## src/rtl/uart_tx_sequencer_if.sv

```systemverilog
// Signal bundle between the string sequencer and its environment: the command
// source, the synchronous byte memory and the UART_TX instance.
//
// Handshake semantics: Start_i is a one-cycle request. It is accepted only on
// an edge where the sequencer is idle, which shows as Busy_o=0 in that cycle.
// TxStart_o is the sequencer's valid toward UART_TX. Its ready is !TxBusy_i,
// and a byte transfers on an edge where TxStart_o=1, which already implies
// TxBusy_i=0. MemRead_o requests the byte at MemAddress_o, and that byte must
// appear on MemData_i in the following cycle.
interface uart_tx_sequencer_if #(
  parameter int ADDR_WIDTH = 8,
  parameter int LEN_WIDTH  = 8
);
  logic                  Start_i;
  logic [ADDR_WIDTH-1:0] Address_i;
  logic [LEN_WIDTH-1:0]  Length_i;
  logic                  Abort_i;
  logic                  Busy_o;
  logic                  Done_o;
  logic [LEN_WIDTH-1:0]  Count_o;
  logic                  MemRead_o;
  logic [ADDR_WIDTH-1:0] MemAddress_o;
  logic [7:0]            MemData_i;
  logic                  TxStart_o;
  logic [7:0]            TxData_o;
  logic                  TxBusy_i;
  logic                  TxDone_i;
  logic [2:0]            State_o;

  // Sequencer side.
  modport master (
    input  Start_i, Address_i, Length_i, Abort_i, MemData_i, TxBusy_i, TxDone_i,
    output Busy_o, Done_o, Count_o, MemRead_o, MemAddress_o, TxStart_o, TxData_o,
    output State_o
  );

  // Environment side: the command source, the memory and UART_TX.
  modport slave (
    output Start_i, Address_i, Length_i, Abort_i, MemData_i, TxBusy_i, TxDone_i,
    input  Busy_o, Done_o, Count_o, MemRead_o, MemAddress_o, TxStart_o, TxData_o,
    input  State_o
  );
endinterface

```

## src/rtl/uart_tx_sequencer.sv

```systemverilog
// Sends a byte string from a synchronous memory through one UART_TX.
// The string ends at a zero byte, at the programmed length, or on abort.
// State_o exposes the FSM encoding for observation.
module uart_tx_sequencer #(
  parameter int ADDR_WIDTH = 8,
  parameter int LEN_WIDTH  = 8
) (
  input  logic Clock,
  input  logic Reset,
  uart_tx_sequencer_if.master bus
);

  typedef enum logic [2:0] {
    S_IDLE   = 3'd0,
    S_READ   = 3'd1,
    S_LATCH  = 3'd2,
    S_SEND   = 3'd3,
    S_WAIT   = 3'd4,
    S_FINISH = 3'd5
  } state_t;

  state_t                r_state;
  logic [ADDR_WIDTH-1:0] r_ptr;
  logic [LEN_WIDTH-1:0]  r_limit;
  logic [LEN_WIDTH-1:0]  r_count;
  logic [7:0]            r_tx_data;
  logic                  r_abort_pending;

  logic                  w_tx_start;
  logic [LEN_WIDTH-1:0]  w_count_next;

  // An abort in the same cycle suppresses the start, so no new byte enters UART_TX.
  assign w_tx_start   = (r_state == S_SEND) && !bus.TxBusy_i && !bus.Abort_i;
  assign w_count_next = r_count + LEN_WIDTH'(1);

  assign bus.Busy_o       = (r_state != S_IDLE);
  assign bus.Done_o       = (r_state == S_FINISH);
  assign bus.MemRead_o    = (r_state == S_READ);
  assign bus.MemAddress_o = r_ptr;
  assign bus.Count_o      = r_count;
  assign bus.TxStart_o    = w_tx_start;
  assign bus.TxData_o     = r_tx_data;
  assign bus.State_o      = r_state;

  // Main sequencing FSM: fetch, latch, hand off to UART_TX, wait, and repeat.
  always_ff @(posedge Clock or negedge Reset) begin
    if (!Reset) begin
      r_state         <= S_IDLE;
      r_ptr           <= '0;
      r_limit         <= '0;
      r_count         <= '0;
      r_tx_data       <= '0;
      r_abort_pending <= 1'b0;
    end else begin
      case (r_state)
        S_IDLE: begin
          r_abort_pending <= 1'b0;
          if (bus.Start_i) begin
            r_ptr   <= bus.Address_i;
            r_limit <= bus.Length_i;
            r_count <= '0;
            r_state <= (bus.Length_i == '0) ? S_FINISH : S_READ;
          end
        end
        S_READ: begin
          r_state <= bus.Abort_i ? S_FINISH : S_LATCH;
        end
        S_LATCH: begin
          if (bus.Abort_i || (bus.MemData_i == 8'h00)) begin
            r_state <= S_FINISH;
          end else begin
            r_tx_data <= bus.MemData_i;
            r_state   <= S_SEND;
          end
        end
        S_SEND: begin
          if (bus.Abort_i) begin
            r_state <= S_FINISH;
          end else if (!bus.TxBusy_i) begin
            r_state <= S_WAIT;
          end
        end
        S_WAIT: begin
          // A short abort pulse is remembered until the in-flight byte finishes.
          if (bus.Abort_i) begin
            r_abort_pending <= 1'b1;
          end
          if (bus.TxDone_i) begin
            r_count <= w_count_next;
            r_ptr   <= r_ptr + ADDR_WIDTH'(1);
            if ((w_count_next == r_limit) || r_abort_pending || bus.Abort_i) begin
              r_state <= S_FINISH;
            end else begin
              r_state <= S_READ;
            end
          end
        end
        S_FINISH: begin
          r_abort_pending <= 1'b0;
          r_state         <= S_IDLE;
        end
        default: begin
          r_state <= S_IDLE;
        end
      endcase
    end
  end

endmodule

```

## src/flat_wrapper.sv

```systemverilog
// flat-port wrapper written by rule: the top's interface ports become plain ports
module uart_tx_sequencer_flat 
#(
  parameter int ADDR_WIDTH = 8,
  parameter int LEN_WIDTH  = 8
)
  (Clock, Reset, bus_Start_i, bus_Address_i, bus_Length_i, bus_Abort_i, bus_MemData_i, bus_TxBusy_i, bus_TxDone_i, bus_Busy_o, bus_Done_o, bus_Count_o, bus_MemRead_o, bus_MemAddress_o, bus_TxStart_o, bus_TxData_o, bus_State_o);
  uart_tx_sequencer_if #(.ADDR_WIDTH(ADDR_WIDTH), .LEN_WIDTH(LEN_WIDTH)) bus_i ();
  input  logic Clock;
  input  logic Reset;
  input wire logic [$bits(bus_i.Start_i)-1:0] bus_Start_i;
  input wire logic [$bits(bus_i.Address_i)-1:0] bus_Address_i;
  input wire logic [$bits(bus_i.Length_i)-1:0] bus_Length_i;
  input wire logic [$bits(bus_i.Abort_i)-1:0] bus_Abort_i;
  input wire logic [$bits(bus_i.MemData_i)-1:0] bus_MemData_i;
  input wire logic [$bits(bus_i.TxBusy_i)-1:0] bus_TxBusy_i;
  input wire logic [$bits(bus_i.TxDone_i)-1:0] bus_TxDone_i;
  output wire logic [$bits(bus_i.Busy_o)-1:0] bus_Busy_o;
  output wire logic [$bits(bus_i.Done_o)-1:0] bus_Done_o;
  output wire logic [$bits(bus_i.Count_o)-1:0] bus_Count_o;
  output wire logic [$bits(bus_i.MemRead_o)-1:0] bus_MemRead_o;
  output wire logic [$bits(bus_i.MemAddress_o)-1:0] bus_MemAddress_o;
  output wire logic [$bits(bus_i.TxStart_o)-1:0] bus_TxStart_o;
  output wire logic [$bits(bus_i.TxData_o)-1:0] bus_TxData_o;
  output wire logic [$bits(bus_i.State_o)-1:0] bus_State_o;
  assign bus_i.Start_i = bus_Start_i;
  assign bus_i.Address_i = bus_Address_i;
  assign bus_i.Length_i = bus_Length_i;
  assign bus_i.Abort_i = bus_Abort_i;
  assign bus_i.MemData_i = bus_MemData_i;
  assign bus_i.TxBusy_i = bus_TxBusy_i;
  assign bus_i.TxDone_i = bus_TxDone_i;
  assign bus_Busy_o = bus_i.Busy_o;
  assign bus_Done_o = bus_i.Done_o;
  assign bus_Count_o = bus_i.Count_o;
  assign bus_MemRead_o = bus_i.MemRead_o;
  assign bus_MemAddress_o = bus_i.MemAddress_o;
  assign bus_TxStart_o = bus_i.TxStart_o;
  assign bus_TxData_o = bus_i.TxData_o;
  assign bus_State_o = bus_i.State_o;
  uart_tx_sequencer #(.ADDR_WIDTH(ADDR_WIDTH), .LEN_WIDTH(LEN_WIDTH)) u_core (.Clock(Clock), .Reset(Reset), .bus(bus_i));
endmodule
```

## config.mk

```make
export PLATFORM = sky130hd
export DESIGN_NAME = uart_tx_sequencer_flat
export DESIGN_NICKNAME = d
export VERILOG_FILES = /design/src/rtl/uart_tx_sequencer_if.sv /design/src/rtl/uart_tx_sequencer.sv /design/src/flat_wrapper.sv
export SDC_FILE = /design/constraint.sdc
export NUM_CORES = 1
export LEC_CHECK = 0
export ABC_CLOCK_PERIOD_IN_PS = 2100
export BUFFER_PORTS_ARGS = -buffer_cell sky130_fd_sc_hd__clkbuf_2
export CAP_MARGIN = 20
export CORE_ASPECT_RATIO = 1.1
export CORE_MARGIN = 3
export CORE_UTILIZATION = 51
export CTS_BUF_LIST = sky130_fd_sc_hd__clkbuf_8 sky130_fd_sc_hd__clkbuf_16
export DETAILED_ROUTE_END_ITERATION = 7
export PLACE_DENSITY = 0.79
export SETUP_SLACK_MARGIN = 0.1
export SYNTH_ARGS = -nofsm -noshare
export SYNTH_HDL_FRONTEND = slang
export SYNTH_SLANG_ARGS = --single-unit
```

## constraint.sdc

```tcl
create_clock -name Clock -period 2.1 [get_ports Clock]
set_input_delay 0.21 -clock Clock [delete_from_list [all_inputs] [get_ports Clock]]
set_output_delay 0.21 -clock Clock [all_outputs]
set_load 0.05 [all_outputs]
```

==> metrics.cfg <==
[sta]
final.setup_skew_ns = 0.004851
finalSetupViolCount = 0
tightest_slew_ns = 0.9179
rsz0062_at_grt = false
period_minus_slack_ns = 1.849
fmax_mhz = 540.8
maxSlewViolCount = 0
relSlewSlack_pct = 38.80
finalHoldViolCount = 0
fin_tns_setup_ns = 0
period_share_pct = 88.06

[worst_setup_path]
slowest_stage = dfrtp_1
r2r-start = u_core.bus.Count_o[0]$_DFFE_PN0P_
r2r_setup_slack_ns = 0.35
crit_fanout = 9
reg2regPathDepth = 6
cp.arrival_ns = 1.64
end_kind = output port
path_buf_inv = 2
cpLargestDelayFamily = flip-flops
worstSetupPathType = reg -> out
crit_chain = buf_4 > and4bb_1 > nor2b_2 > clkbuf_2
crit-reg2reg-capture = u_core.bus.State_o[2]$_DFFE_PN0P_
crit_required_ns = 1.89
cp-start-kind = register
slowest_delay_ns = 0.48

[placement]
place_hpwl_microns = 3666
place_area_sq_um = 2410
port_buffers = 60
gp_congestion = 0.8825

[drt]
drt_iter0_drc = 76
wirelength_microns = 4922
viasPerCell = 5.646
firstDrtPassIters = 4
num_vias = 1756
wl_per_cell_microns = 15.83
ant_nets = 0
drc_errors = 0

[global_route]
grt_pass1_vias = 1734
antenna_found_initial = 0
grt_max_degree = 37
grt_usage_pct = 22.38
grt_pass1_wl_microns = 8376
overflow = 0

[worst_hold_path]
hp-class = in -> async

[synth]
syn-cell-area_sq_um = 2073
synth_common_cells = dfrtp_1 (36), a21oi_1 (13), o21ai_0 (13)
synth-edff-count = 0
syn_avg_cell_area_sq_um = 10.47
yosys_warnings = 0
synth_top_area_share_pct = 43.45
yosys-top-cells-area = dfrtp_1 (43%), mux2_4 (5.8%), mux2_2 (4.3%)
async_flop_share_pct = 100.0
syn-num-nets = 230
synth_ff_type = dfrtp_1
ys_seq_area_share_pct = 43.45
synth.most_common_cell = dfrtp_1
synth.lib_cells_used.distinct = 53
synth_top_area_cell = dfrtp_1
synth_seq_cells = 36
synth_cells = 198

[clock_tree]
cts_resized = 0
clkLatencyLatePin_ns = 0.29
cts_made_buffers = 5
cts_max_path_buffers = 2
cts-htree-levels = 2
root_buffer = clkbuf_8
holdBufCountCts = 0
cts_tree = done
clk_pin_slew_ns = 0.07
cts_num_sinks = 36
post-cts-setup-buffer-count = 0

[die]
dieHeight_microns = 72.87
pin_count = 61
die-area_sq_um = 4867
die_w_microns = 66.79
initial_core_util_pct = 55.00
core_sq_um = 3770
fp-row-count = 23

[layout]
fill_cells = 322
drive_gt1_share_pct = 39.08
area_growth_pct = 20.70
nNetsFinal = 292
fin_area_sq_um = 2502
n_antenna_cell = 0

[pwr]
combPwrFrac_pct = 55.4
pwr-share-clk_pct = 12.7
swShare_pct = 49.98
p_seq_share_pct = 31.9
internal_power_w = 0.002019
finalPower_w = 0.004037
p_leak_nw = 1.209
ir_drop_uv = 790.0
switchingPower_w = 0.002018
power_density_nw_per_um2 = 1613

[status]
status = completed

[flow_run]
maxCapViolCount = 0

==> logic make-up (layout without fill, tap and decap cells) <==
group,count (synthesis),in the layout,share of synthesized area (%)
fa+ha+maj,2,2,1.207
xor+xnor,11,11,4.647
simple gates,66,66,20.16
flops,36,36,43.45
buf+inv,12,75,3.741
compound gates,54,54,16.17
mux,17,17,10.62
==> per-stage QoR <==
step                      cells  utilization [%]  hold WS, ns  worst slack [ns]
after floorplan             198                -     -0.08559            0.1564
after global placement      303            63.92       0.3779            0.3996
after detailed placement    303            63.92       0.3800            0.3584
after CTS                   311            66.38      0.05763            0.2387
after global routing        311            66.38      0.09786            0.1478
final                       311            66.38      0.03575            0.2508
==> final cells by class <==
type | count | area [sq um] | share of cell area, %
Timing Repair Buffer | 66 | 345.3 | 13.80
Multi-Input combinational cell | 150 | 1097 | 43.85
Inverter | 1 | 3.754 | 0.1500
Clock buffer | 6 | 82.58 | 3.300
Clock inverter | 2 | 10.01 | 0.4000
Tap cell | 50 | 62.56 | 2.500
Sequential cell | 36 | 900.9 | 36.00
==> cell usage in the layout, fill, tap and decap left out, types with 3 or more instances in the layout <==
| cell | synthesis | routed |
|---|---|---|
| a21oi_1 | 13 | 13 |
| a31oi_1 | 4 | 4 |
| and3_1 | 4 | 4 |
| buf_4 | 3 | 6 |
| clkbuf_2 | 0 | 60 |
| clkbuf_8 | 0 | 6 |
| dfrtp_1 | 36 | 36 |
| mux2_2 | 8 | 8 |
| mux2_4 | 8 | 8 |
| nand2_1 | 11 | 11 |
| nand3_1 | 7 | 7 |
| nor2_1 | 11 | 11 |
| nor2b_1 | 4 | 3 |
| nor3_1 | 3 | 3 |
| nor4_1 | 5 | 5 |
| o21ai_0 | 13 | 13 |
| o21ai_1 | 8 | 8 |
| o31ai_1 | 3 | 3 |
| xnor2_1 | 6 | 6 |
| xor2_1 | 5 | 5 |
==> worst max path at each step <==
stage	start	end	depth (start not counted)
after floorplan	u_core.bus.Count_o[0]$_DFFE_PN0P_	u_core.bus.State_o[2]$_DFFE_PN0P_	6
after global placement	u_core.bus.State_o[0]$_DFFE_PN0P_	u_core.bus.TxData_o[6]$_DFFE_PN0P_	4
after detailed placement	u_core.bus.Count_o[0]$_DFFE_PN0P_	u_core.bus.State_o[2]$_DFFE_PN0P_	6
after CTS	u_core.bus.State_o[2]$_DFFE_PN0P_	bus_TxStart_o	4
after global routing	u_core.bus.State_o[2]$_DFFE_PN0P_	bus_TxStart_o	4
final	u_core.bus.State_o[2]$_DFFE_PN0P_	bus_TxStart_o	4
==> routing by layer <==
layer / GRT usage (%) / vias up / share of wire (%)
met5: 0 / - / 0
met4: 8.578 / 0 / 1.5
met3: 5.239 / 6 / 5.9
met2: 35.68 / 58 / 48
met1: 29.48 / 833 / 45
li1: - / 859 / -
==> state kept, by name, summed over array words and instances, names as in the netlist <==
signal / flops
u_core.r_limit: 8
u_core.bus.MemAddress_o: 8
u_core.r_abort_pending: 1
u_core.bus.TxData_o: 8
u_core.bus.Count_o: 8
u_core.bus.State_o: 3
==> power by group through the flow <==
| stage | logic (W) | registers, W | clock network, W |
|---|---|---|---|
| floorplan | 0.00112 | 0.00189 | 0 |
| global placement | 0.00221 | 0.00128 | 0 |
| detailed placement | 0.00223 | 0.00129 | 0 |
| CTS | 0.00225 | 0.00128 | 0.000524 |
| global route | 0.00243 | 0.00133 | 0.000555 |
| finish | 0.00224 | 0.00129 | 0.000514 |
==> worst register-to-register path, stage by stage (launching register included) <==
cell and delay, ns:
dfrtp_1 0.46, ha_1 0.31, nand3_1 0.17, xnor2_1 0.16
nor4_1 0.27, nand2_1 0.10, o31ai_2 0.20
No activity file was read; power rests on OpenSTA's default activity.
